### config.mk
export PLATFORM = sky130hd
export DESIGN_NAME = pipe_hazard_ctl
export DESIGN_NICKNAME = d
export VERILOG_FILES = /design/src/rtl/pipe_hazard_ctl.sv
export SDC_FILE = /design/constraint.sdc
export NUM_CORES = 1
export LEC_CHECK = 0
export BUFFER_PORTS_ARGS = -buffer_cell sky130_fd_sc_hd__clkbuf_2
export CELL_PAD_IN_SITES_DETAIL_PLACEMENT = 0
export CELL_PAD_IN_SITES_GLOBAL_PLACEMENT = 1
export CORE_AREA = 3 3 77 79
export DETAILED_ROUTE_END_ITERATION = 6
export DIE_AREA = 0 0 80 82
export PLACE_DENSITY_LB_ADDON = 0.3
export SLEW_MARGIN = 0
export SYNTH_ARGS = -nofsm -noshare
export SYNTH_HDL_FRONTEND = slang
export SYNTH_SLANG_ARGS = --single-unit
### constraint.sdc
create_clock -name clk -period 4.4 [get_ports clk]
set_input_delay 0.88 -clock clk [delete_from_list [all_inputs] [get_ports clk]]
set_output_delay 0.88 -clock clk [all_outputs]
set_load 0.02 [all_outputs]
### src/rtl/pipe_hazard_ctl.sv
// Issue/interlock controller for the 4-stage 16-bit pipeline: shadow scoreboard of in-flight
// destinations, RAW stall, branch squash, trap drain to halt and a saturating stall counter.
module pipe_hazard_ctl #(
  parameter int unsigned NREG = 16,
  parameter int unsigned CNTW = 16
) (
  input  logic            clk,
  input  logic            reset,
  input  logic            s0_valid,
  input  logic            s0_use_d,
  input  logic            s0_use_s,
  input  logic [3:0]      s0_d,
  input  logic [3:0]      s0_s,
  input  logic            s0_wr,
  input  logic            s0_ctl,
  input  logic            s0_trap,
  input  logic            s2_taken,
  output logic            fetch_en,
  output logic            issue,
  output logic            stall,
  output logic            squash,
  output logic            halted,
  output logic [CNTW-1:0] stall_cnt
);

  localparam logic [1:0] StRun   = 2'd0;
  localparam logic [1:0] StDrain = 2'd1;
  localparam logic [1:0] StHalt  = 2'd2;

  localparam logic [CNTW-1:0] CntOne = {{(CNTW-1){1'b0}}, 1'b1};

  typedef struct packed {
    logic       v;
    logic       wr;
    logic       ctl;
    logic       trap;
    logic [3:0] dst;
  } shadow_t;

  shadow_t s1_q, s1_d;
  shadow_t s2_q, s2_d;

  // Control-transfer flag is dead once an instruction leaves stage 2.
  logic       s3_v_q, s3_wr_q, s3_trap_q;
  logic [3:0] s3_dst_q;

  logic [1:0]      state_q, state_d;
  logic [CNTW-1:0] cnt_q, cnt_d;

  logic [15:0] busy;
  logic        run;
  logic        hit_d, hit_s;
  logic        squash_c, stall_c, issue_c, fetch_c;
  logic        trap_squashed;

  // Pending-write map; registers outside NREG are never tracked.
  always_comb begin
    busy = '0;
    if (s1_q.v && s1_q.wr && (32'(s1_q.dst) < NREG)) busy[s1_q.dst] = 1'b1;
    if (s2_q.v && s2_q.wr && (32'(s2_q.dst) < NREG)) busy[s2_q.dst] = 1'b1;
    if (s3_v_q && s3_wr_q && (32'(s3_dst_q) < NREG)) busy[s3_dst_q] = 1'b1;
  end

  always_comb begin
    run      = (state_q == StRun);
    hit_d    = busy[s0_d];
    hit_s    = busy[s0_s];
    squash_c = s2_taken & s2_q.v & s2_q.ctl;
    stall_c  = run & s0_valid & ~squash_c & ((s0_use_d & hit_d) | (s0_use_s & hit_s));
    issue_c  = run & s0_valid & ~stall_c & ~squash_c;
    fetch_c  = run & (squash_c | (~stall_c & ~(issue_c & s0_trap)));
    trap_squashed = squash_c & s1_q.v & s1_q.trap;
  end

  always_comb begin
    s1_d = '0;
    if (issue_c) begin
      s1_d.v    = 1'b1;
      s1_d.wr   = s0_wr;
      s1_d.ctl  = s0_ctl;
      s1_d.trap = s0_trap;
      s1_d.dst  = s0_d;
    end
    s2_d = squash_c ? '0 : s1_q;
  end

  always_comb begin
    state_d = state_q;
    case (state_q)
      StRun: begin
        if (issue_c && s0_trap) state_d = StDrain;
      end
      StDrain: begin
        // Only an older branch can kill the trap, and only while it sits in stage 1.
        if (trap_squashed) begin
          state_d = StRun;
        end else if (s3_v_q && s3_trap_q) begin
          state_d = StHalt;
        end
      end
      StHalt:  state_d = StHalt;
      default: state_d = StRun;
    endcase
  end

  always_comb begin
    cnt_d = cnt_q;
    if (stall_c && (cnt_q != '1)) cnt_d = cnt_q + CntOne;
  end

  always_ff @(posedge clk or negedge reset) begin
    if (!reset) begin
      state_q   <= StRun;
      s1_q      <= '0;
      s2_q      <= '0;
      s3_v_q    <= 1'b0;
      s3_wr_q   <= 1'b0;
      s3_trap_q <= 1'b0;
      s3_dst_q  <= '0;
      cnt_q     <= '0;
    end else begin
      state_q   <= state_d;
      s1_q      <= s1_d;
      s2_q      <= s2_d;
      s3_v_q    <= s2_q.v;
      s3_wr_q   <= s2_q.wr;
      s3_trap_q <= s2_q.trap;
      s3_dst_q  <= s2_q.dst;
      cnt_q     <= cnt_d;
    end
  end

  // Stage-0 inputs may be live during reset; keep the strobes quiet until release.
  always_comb begin
    fetch_en  = reset & fetch_c;
    issue     = reset & issue_c;
    stall     = reset & stall_c;
    squash    = reset & squash_c;
    halted    = (state_q == StHalt);
    stall_cnt = cnt_q;
  end

endmodule

==> impl_metrics.csv, run 1 <==
group,metric,value,unit
synth,synth_enable_flop_cells,0,
global_routing,grt_max_degree,30,
synth,syn-num-nets,272,
synth,ys_seq_elements,41,
placement,dpl.hpwl,4200,um
layout,multiInputGateArea,1310,um^2
power,ir_drop,256,uV
critical_path,critPathArrivalTime,3.12,ns
clock_network,clkSinkCount,41,
layout,seq_area,1030,um^2
clock_network,ctsResizeCount,0,
floorplanning,die_h,82,um
layout,num-nets-final,314,
synth,synth_seq_area_share,42.7,%
sta,fin_setup_tns,0,ns
sta,hold_viol,0,
sta,slew_headroom,62.9,%
sta,whs,0.354,ns
clock_network,postCtsHoldBufs,0,
layout,final_util,51.2,%
global_routing,grt_overflow,0,
critical_path,setup.worst_path.class,"in -> out",
sta,period_share,90.9,%
clock_network,clk_latency,0.29,ns
critical_path,crit_start,"s0_s[1]",
synth,synthSimpleGateAreaFrac,32.8,%
hold_path,hold_class,"reg -> reg",
placement,io_buffers,37,
placement,gp_congestion,0.872,
floorplanning,io_pins,38,
synth,synth_top_cell_by_area,"dfrtp_1",
floorplanning,core-area,5410,um^2
hold_path,worstHoldStart,"s2_q[4]",
critical_path,r2r-start,"s3_dst_q[2]",
sta,fmax,250,MHz
detailed_routing,firstDrtPassIters,4,
synth,async_flop_share,100,%
clock_network,clk_pin_slew,0.09,ns
critical_path,crit_required,3.52,ns
sta,fin_worst_skew,0.0117,ns
flow_run,max_cap_viol_count,0,
synth,synth_fa_ha_area_share,0.521,%
sta,worstMarginPinSlew,0.552,ns
floorplanning,die-area,6560,um^2
global_routing,grt_pass1_vias,1970,
clock_network,cts_buffers,5,
sta,drv_slew,0,
global_routing,antenna_found_initial,0,
clock_network,h-tree-depth,2,
detailed_routing,vias,2108,
synth,avgSynthCellArea,9.46,um^2
critical_path,timing.rr.end,"stall_cnt[1]",
synth,synth_area,2400,um^2
detailed_routing,drc,0,
run_status,outcome,"finished clean",
synth,synth-compound-area-share,14.7,%
critical_path,startpoint_type,"input port",
synth,ys_types,48,
synth,synthCells,254,
global_routing,grt_pass1_wl,9110,um
detailed_routing,via_per_inst,5.71,
synth,yosys_warnings,0,
synth,synth_mux_area_share,1.41,%
critical_path,worst_setup_path_end_kind,"output port",
hold_path,hold_path_depth,0,
clock_network,cts_tree,"yes",
power,leakage,0.00120,uW
floorplanning,rows,27,
layout,antenna_cells,0,
critical_path,r2r_slack,1.36,ns
sta,finalCriticalPeriod,4.00,ns
sta,setup_viol,0,
layout,layout-drive-gt1-share,21.2,%
synth,netlist.area_leader.share,42.7,%
critical_path,ff2ff_path_depth,10,
global_routing,grt_usage,17.7,%
floorplanning,die_x,80,um
power,power_density,315,nW/um^2
detailed_routing,drtIter0Drc,214,
floorplanning,initial_core_util,44.5,%
clock_network,clock_path_buffers,2,
hold_path,min_to,"s3_trap_q",
synth,ys_top_cells_by_area,"dfrtp_1 (43%), xor2_1 (4.7%), and2_1 (4.4%), nor2_1 (3.7%), nor3_1 (2.9%)",
synth,synthFlopType,"dfrtp_1",
synth,synth-xor-area-share,5.10,%
detailed_routing,wl,5430,um
detailed_routing,wl_per_cell,14.7,um
detailed_routing,antenna_left,0,
synth,synth_top_family_by_area,"simple AND/OR/NAND/NOR gates",
sta,rsz0062_at_grt,"no",
layout,nFillCells,527,
clock_network,root_buffer,"clkbuf_8",
clock_network,postCtsSetupRepairBufs,0,
critical_path,worst-path-max-fanout,12,
layout,area_growth,15.1,%
[kinds of logic after synthesis]
kind of cell | count (synthesis)
AND/OR/NAND/NOR | 132
AO/OA/AOI/OAI | 51
flip-flops | 41
XOR/XNOR | 14
buffers and inverters | 13
multiplexers | 2
adder cells (fa/ha/maj) | 1
[flip-flops by register name, summed over array words and instances, names as in the netlist]
signal / flops
s3_dst_q: 4
s1_q: 8
s3_v_q: 1
s2_q: 8
stall_cnt: 16
state_q: 2
s3_trap_q: 1
s3_wr_q: 1
[metal layers]
layer  track usage, %  part of all wire, %  vias up
met5                0                    0        -
met4             6.25                  1.2        0
met3             4.28                  4.9        8
met2             28.8                   49       64
met1             23.0                   45     1006
li1                 -                    -     1030
[per-stage QoR]
stage	total power, uW	cell area (um^2)	instances	worst slack, ns
finish	871	2770	369	0.400
global route	928	2770	369	0.178
CTS	881	2770	369	0.460
detailed placement	630	2670	361	0.456
global placement	628	2670	361	0.451
floorplan	569	2400	254	0.437
[where the power goes]
part	switching (uW)	internal, uW	total [uW]	leakage, uW
combinational	96.0	64.8	161	0.000603
clock	135	115	250	0.0000452
sequential	45.5	414	460	0.000556
total	276	595	871	0.00120
[cells in the final DEF, fill, tap and decap left out, types with 2 or more instances in the layout]
cell type,n
a211o_1,2
a21oi_1,5
a31oi_1,2
and2_1,17
buf_4,5
clkbuf_2,37
clkbuf_8,5
dfrtp_1,41
inv_1,6
inv_6,2
nand2_1,15
nand2b_1,8
nand3_1,11
nand4_1,6
nand4b_1,6
nand4bb_1,3
nor2_1,24
nor2b_1,5
nor3_1,14
nor3_2,5
nor3b_1,2
nor4_2,4
o211ai_1,3
o21ai_0,10
o22a_1,2
o22ai_1,11
o31ai_1,2
o32ai_1,6
or2_2,2
or3_1,4
xor2_1,13
[worst max-delay path by stage]
| stage | to | slack [ns] | depth (start not counted) |
|---|---|---|---|
| after floorplan | fetch_en | 0.44 | 10 |
| after global placement | fetch_en | 0.45 | 10 |
| after detailed placement | fetch_en | 0.46 | 10 |
| after CTS | fetch_en | 0.46 | 10 |
| after global routing | fetch_en | 0.18 | 11 |
| final | fetch_en | 0.40 | 10 |
[synthesized netlist by cell type (2+ instances only)]
cell and n:
a211o_1 2, a21oi_1 5, a31oi_1 2, and2_1 17, buf_6 2, clkbuf_1 4, dfrtp_1 41, inv_1 6
nand2_1 15, nand2b_1 8, nand3_1 11, nand4_1 6, nand4b_1 6, nand4bb_1 3, nor2_1 24, nor2b_1 5
nor3_1 14, nor3_2 5, nor3b_1 2, nor4_2 4, o211ai_1 3, o21ai_0 10, o22a_1 2, o22ai_1 11
o31ai_1 2, o32ai_1 6, or2_2 2, or3_1 4, xor2_1 13
[critical path, cell delays in order]
cell and delay (ns):
clkbuf_2 0.18, or3_1 0.40, o211ai_1 0.10, a21oi_1 0.09, a2111oi_0 0.48, and4_1 0.35, buf_4 0.19, a21oi_1 0.07
nor4_1 0.17, clkbuf_2 0.21
[final cells by class]
type | count | share of cell area (%)
Inverter | 6 | 0.814
Multi-Input combinational cell | 200 | 47.4
Clock buffer | 5 | 2.49
Clock inverter | 3 | 0.904
Tap cell | 72 | 3.25
Timing Repair Buffer | 42 | 8.05
Sequential cell | 41 | 37.1
Note: power is estimated with default switching activity, not from simulation.
==> run 2, diff against run 1 <==
--- a/config.mk
+++ b/config.mk
@@ -8,9 +8,9 @@
 export BUFFER_PORTS_ARGS = -buffer_cell sky130_fd_sc_hd__clkbuf_2
 export CELL_PAD_IN_SITES_DETAIL_PLACEMENT = 0
 export CELL_PAD_IN_SITES_GLOBAL_PLACEMENT = 1
-export CORE_AREA = 3 3 77 79
+export CORE_AREA = 2 2 81 83
 export DETAILED_ROUTE_END_ITERATION = 6
-export DIE_AREA = 0 0 80 82
+export DIE_AREA = 0 0 83 85
 export PLACE_DENSITY_LB_ADDON = 0.3
 export SLEW_MARGIN = 0
 export SYNTH_ARGS = -nofsm -noshare
==> impl_metrics.csv, run 2 (synthesis gave the netlist of run 1 again) <==
group,metric,value,unit
layout,layout-drive-gt1-share,21.2,%
power,power_density,316,nW/um^2
hold_path,hold_class,"reg -> reg",
critical_path,crit_start,"s1_q[1]",
layout,mostFrequentLayoutCells,"dfrtp_1 (41), clkbuf_2 (37), nor2_1 (24), and2_1 (17), nand2_1 (15)",
layout,nFillCells,607,
sta,whs,0.352,ns
global_routing,grt_pass1_vias,2040,
placement,dpl.hpwl,4320,um
critical_path,r2r_slack,1.40,ns
critical_path,worst_setup_path_end_kind,"output port",
critical_path,ff2ff_path_depth,10,
global_routing,grt_max_degree,31,
placement,dpl-instance-area,2680,um^2
clock_network,clock_path_buffers,2,
critical_path,crit_end,"issue",
detailed_routing,drc,0,
clock_network,cts_buffers,5,
sta,finalCriticalPeriod,3.84,ns
clock_network,postCtsSetupRepairBufs,0,
layout,layout_commonest_cell,"dfrtp_1",
power,leakage,0.00120,uW
critical_path,slowest_stage,"dfrtp_1",
critical_path,timing.rr.end,"stall_cnt[1]",
global_routing,grt_usage,17.3,%
sta,period_share,87.3,%
floorplanning,io_pins,38,
clock_network,clk_pin_slew,0.09,ns
sta,fmax,260,MHz
critical_path,crit_required,3.52,ns
sta,fin_setup_tns,0,ns
layout,num-nets-final,314,
clock_network,ctsResizeCount,0,
floorplanning,rows,29,
detailed_routing,wl,5800,um
sta,drv_slew,0,
clock_network,clkSinkCount,41,
sta,rsz0062_at_grt,"no",
layout,area_growth,15.4,%
power,ir_drop,228,uV
clock_network,cts_tree,"yes",
critical_path,critPathArrivalTime,2.96,ns
power,power,878,uW
sta,fin_worst_skew,0.00460,ns
clock_network,postCtsHoldBufs,0,
critical_path,cp_top_family,"simple AND/OR/NAND/NOR gates",
layout,largest_register_ffs,16,
floorplanning,die-area,7060,um^2
clock_network,clk_latency,0.29,ns
critical_path,worstPathBufferInverterCount,1,
clock_network,root_buffer,"clkbuf_8",
detailed_routing,drtIter0Drc,374,
critical_path,startpoint_type,"flip-flop",
floorplanning,die_h,85,um
floorplanning,die_x,83,um
layout,seq_area,1030,um^2
detailed_routing,vias,2178,
critical_path,setup.worst_path.class,"reg -> out",
layout,final_cell_area,2770,um^2
floorplanning,initial_core_util,38.7,%
placement,io_buffers,37,
detailed_routing,firstDrtPassIters,5,
detailed_routing,via_per_inst,5.82,
placement,gp_congestion,0.863,
sta,worstMarginPinSlew,0.521,ns
global_routing,grt_overflow,0,
detailed_routing,antenna_left,0,
critical_path,cpPeakStageDelay,0.50,ns
sta,hold_viol,0,
critical_path,critical_path_depth,10,
run_status,outcome,"finished clean",
critical_path,worst-path-max-fanout,8,
sta,slew_headroom,65.0,%
critical_path,r2r-start,"s3_dst_q[2]",
floorplanning,core-area,6200,um^2
global_routing,grt_pass1_wl,9960,um
critical_path,path_cells,"nand2b_1 -> o22ai_1 -> or3_1 -> o211ai_1 -> a21oi_1 -> a2111oi_0 -> and4_1 -> nor2b_1 -> and2_1 -> clkbuf_2",
flow_run,max_cap_viol_count,0,
detailed_routing,wl_per_cell,15.5,um
global_routing,antenna_found_initial,0,
sta,setup_viol,0,
layout,multiInputGateArea,1310,um^2
layout,antenna_cells,0,
clock_network,h-tree-depth,2,
-- run 2: cell count changes in the layout (fill, tap and decap cells not counted), sizes merged --
cell / before / now
inv: 8 / 7
clkinv: 0 / 1
-- run 2: worst min-delay path by stage --
stage	from	to	slack, ns	cells past startpoint
global placement	s2_q[4]	s3_trap_q	0.33	0
global route	s2_q[4]	s3_trap_q	0.36	0
floorplan	s2_q[4]	s3_trap_q	0.33	0
CTS	s2_q[4]	s3_trap_q	0.36	0
detailed placement	s2_q[4]	s3_trap_q	0.34	0
finish	s2_q[4]	s3_trap_q	0.35	0
-- run 2: cell type report --
| type | count | share of cell area, % |
|---|---|---|
| Multi-Input combinational cell | 200 | 47.3 |
| Sequential cell | 41 | 37.0 |
| Timing Repair Buffer | 42 | 8.03 |
| Tap cell | 77 | 3.47 |
| Clock buffer | 5 | 2.48 |
| Clock inverter | 3 | 0.902 |
| Inverter | 6 | 0.812 |
-- run 2: per-stage QoR --
stage	utilization, %	cells	setup WS, ns
4_1_cts	44.7	374	0.594
6_report	44.7	374	0.558
5_1_grt	44.7	374	0.329
3_5_place_dp	43.2	366	0.618
2_1_floorplan	-	254	0.437
3_3_place_gp	43.2	366	0.593
-- run 2: worst register-to-register path, stage by stage, from the launching register on --
cell	delay (ns)
dfrtp_1	0.41
nand4b_1	0.30
o32ai_1	0.32
nor2_1	0.12
mux4_2	0.46
nor3_1	0.16
a2111oi_0	0.10
and4_1	0.29
buf_4	0.18
nor3_2	0.22
mux2_1	0.34
-- run 2: layer usage --
layer,global-route usage [%],routed length [um],vias to the layer above,share of wire (%)
li1,-,-,1033,-
met4,6.56,182,0,3.1
met5,0,0,-,0
met2,29.3,2790,103,48
met3,2.63,311,20,5.4
met1,22.5,2510,1022,43
-- run 2: report_power, final --
| part | internal [uW] | leakage [uW] | switching (uW) |
|---|---|---|---|
| sequential | 414 | 0.000556 | 46.4 |
| combinational | 64.8 | 0.000603 | 96.9 |
| clock | 115 | 0.0000447 | 141 |
| total | 594 | 0.00120 | 284 |
==> run 3, diff against run 2 <==
--- a/config.mk
+++ b/config.mk
@@ -11,7 +11,7 @@
 export CORE_AREA = 2 2 81 83
 export DETAILED_ROUTE_END_ITERATION = 6
 export DIE_AREA = 0 0 83 85
-export PLACE_DENSITY_LB_ADDON = 0.3
+export PLACE_DENSITY = 0.77
 export SLEW_MARGIN = 0
 export SYNTH_ARGS = -nofsm -noshare
 export SYNTH_HDL_FRONTEND = slang
==> impl_metrics.csv, run 3 (synthesis gave the netlist of run 1 again) <==
group,metric,value,unit
clock_network,clk_pin_slew,0.08,ns
floorplanning,rows,29,
detailed_routing,wl_met1,2450,um
clock_network,cts_tree,"yes",
hold_path,hold_class,"reg -> reg",
floorplanning,die-area,7060,um^2
critical_path,worst_setup_path_end_kind,"output port",
detailed_routing,top_layer,"met4",
placement,dpl.hpwl,4230,um
detailed_routing,via_per_inst,5.69,
sta,setup_viol,0,
power,ir_drop,256,uV
layout,seq_area,1030,um^2
layout,final_util,44.6,%
clock_network,postCtsHoldBufs,0,
layout,multiInputGateArea,1310,um^2
floorplanning,core-area,6200,um^2
sta,finalCriticalPeriod,3.81,ns
global_routing,grt_usage,16.4,%
sta,slew_headroom,64.6,%
placement,io_buffers,37,
detailed_routing,wl_met3,305,um
detailed_routing,drtIter0Drc,237,
placement,place_ws,0.621,ns
critical_path,setup.worst_path.class,"reg -> out",
detailed_routing,wl_per_cell,14.9,um
layout,area_growth,15.1,%
flow_run,max_cap_viol_count,0,
placement,gp_congestion,0.862,
clock_network,clk_latency,0.29,ns
global_routing,grt_pass1_wl,9520,um
critical_path,worst-path-max-fanout,6,
detailed_routing,drc,0,
global_routing,antenna_found_initial,0,
clock_network,root_buffer,"clkbuf_8",
floorplanning,die_h,85,um
clock_network,cts_buffers,5,
global_routing,grt_overflow,0,
clock_network,ctsResizeCount,0,
sta,drv_slew,0,
detailed_routing,firstDrtPassIters,5,
detailed_routing,wl,5570,um
critical_path,startpoint_type,"flip-flop",
global_routing,grt_pass1_vias,1985,
global_routing,grt_max_degree,41,
sta,rsz0062_at_grt,"no",
sta,whs,0.360,ns
layout,nFillCells,594,
layout,layout_commonest_cell,"dfrtp_1",
layout,mostFrequentLayoutCells,"dfrtp_1 (41), clkbuf_2 (37), nor2_1 (24), and2_1 (17), nand2_1 (15)",
power,power_density,314,nW/um^2
floorplanning,die_x,83,um
clock_network,clock_path_buffers,2,
clock_network,h-tree-depth,2,
layout,layout-drive-gt1-share,20.9,%
sta,fin_worst_skew,0.00888,ns
sta,hold_viol,0,
critical_path,critPathArrivalTime,2.93,ns
critical_path,crit_required,3.52,ns
floorplanning,io_pins,38,
clock_network,clkSinkCount,41,
layout,largest_register_ffs,16,
floorplanning,initial_core_util,38.7,%
detailed_routing,antenna_left,0,
sta,fmax,263,MHz
run_status,outcome,"finished clean",
sta,setup_ws,0.595,ns
power,leakage,0.00120,uW
sta,period_share,86.5,%
clock_network,postCtsSetupRepairBufs,0,
detailed_routing,vias,2123,
sta,fin_setup_tns,0,ns
layout,antenna_cells,0,
layout,num-nets-final,313,
sta,worstMarginPinSlew,0.527,ns
detailed_routing,wl_met2,2650,um
==> run 3: cell type report <==
class	instances	area share [%]
Clock buffer	5	2.49
Clock inverter	3	0.905
Multi-Input combinational cell	200	47.4
Inverter	6	0.814
Sequential cell	41	37.1
Tap cell	77	3.48
Timing Repair Buffer	41	7.78
==> run 3: layer usage <==
metal / up-vias / GRT usage, %
li1: 1028 / -
met1: 999 / 21.6
met2: 81 / 27.0
met3: 15 / 2.82
met4: 0 / 6.56
met5: - / 0
==> run 3: final timing paths <==
kind / slack [ns] / to / startpoint / cells past startpoint
min in group asynchronous: 0.39 / s1_q[5] / reset / 1
max in group asynchronous: 3.34 / s2_q[3] / reset / 2
hold / removal: 0.36 / s3_trap_q / s2_q[4] / 0
setup reg to reg: 1.35 / stall_cnt[1] / s1_q[3] / 10
hold reg to reg: 0.36 / s3_trap_q / s2_q[4] / 0
setup / recovery: 0.59 / issue / s1_q[7] / 10
==> run 3: where the power goes <==
part           internal [uW]  switching (uW)
Clock                    115             132
Sequential               414            47.3
Combinational           63.6            95.3
Total                    593             275
==> run 3: worst max-delay path, cell delays in order (launching register included) <==
cell and delay [ns]:
dfrtp_1 0.45, nand4b_1 0.25, o22ai_1 0.14, or3_1 0.32, o211ai_1 0.09, a21oi_1 0.10
a2111oi_0 0.42, and4_1 0.38, nor2b_1 0.19, and2_1 0.14, clkbuf_2 0.16
==> run 3: per-stage QoR <==
step / std cells / total power [uW] / cell area [um^2]
floorplan: 254 / 569 / 2400
global placement: 365 / 627 / 2670
detailed placement: 365 / 629 / 2670
CTS: 373 / 879 / 2770
global route: 373 / 927 / 2770
finish: 373 / 868 / 2770
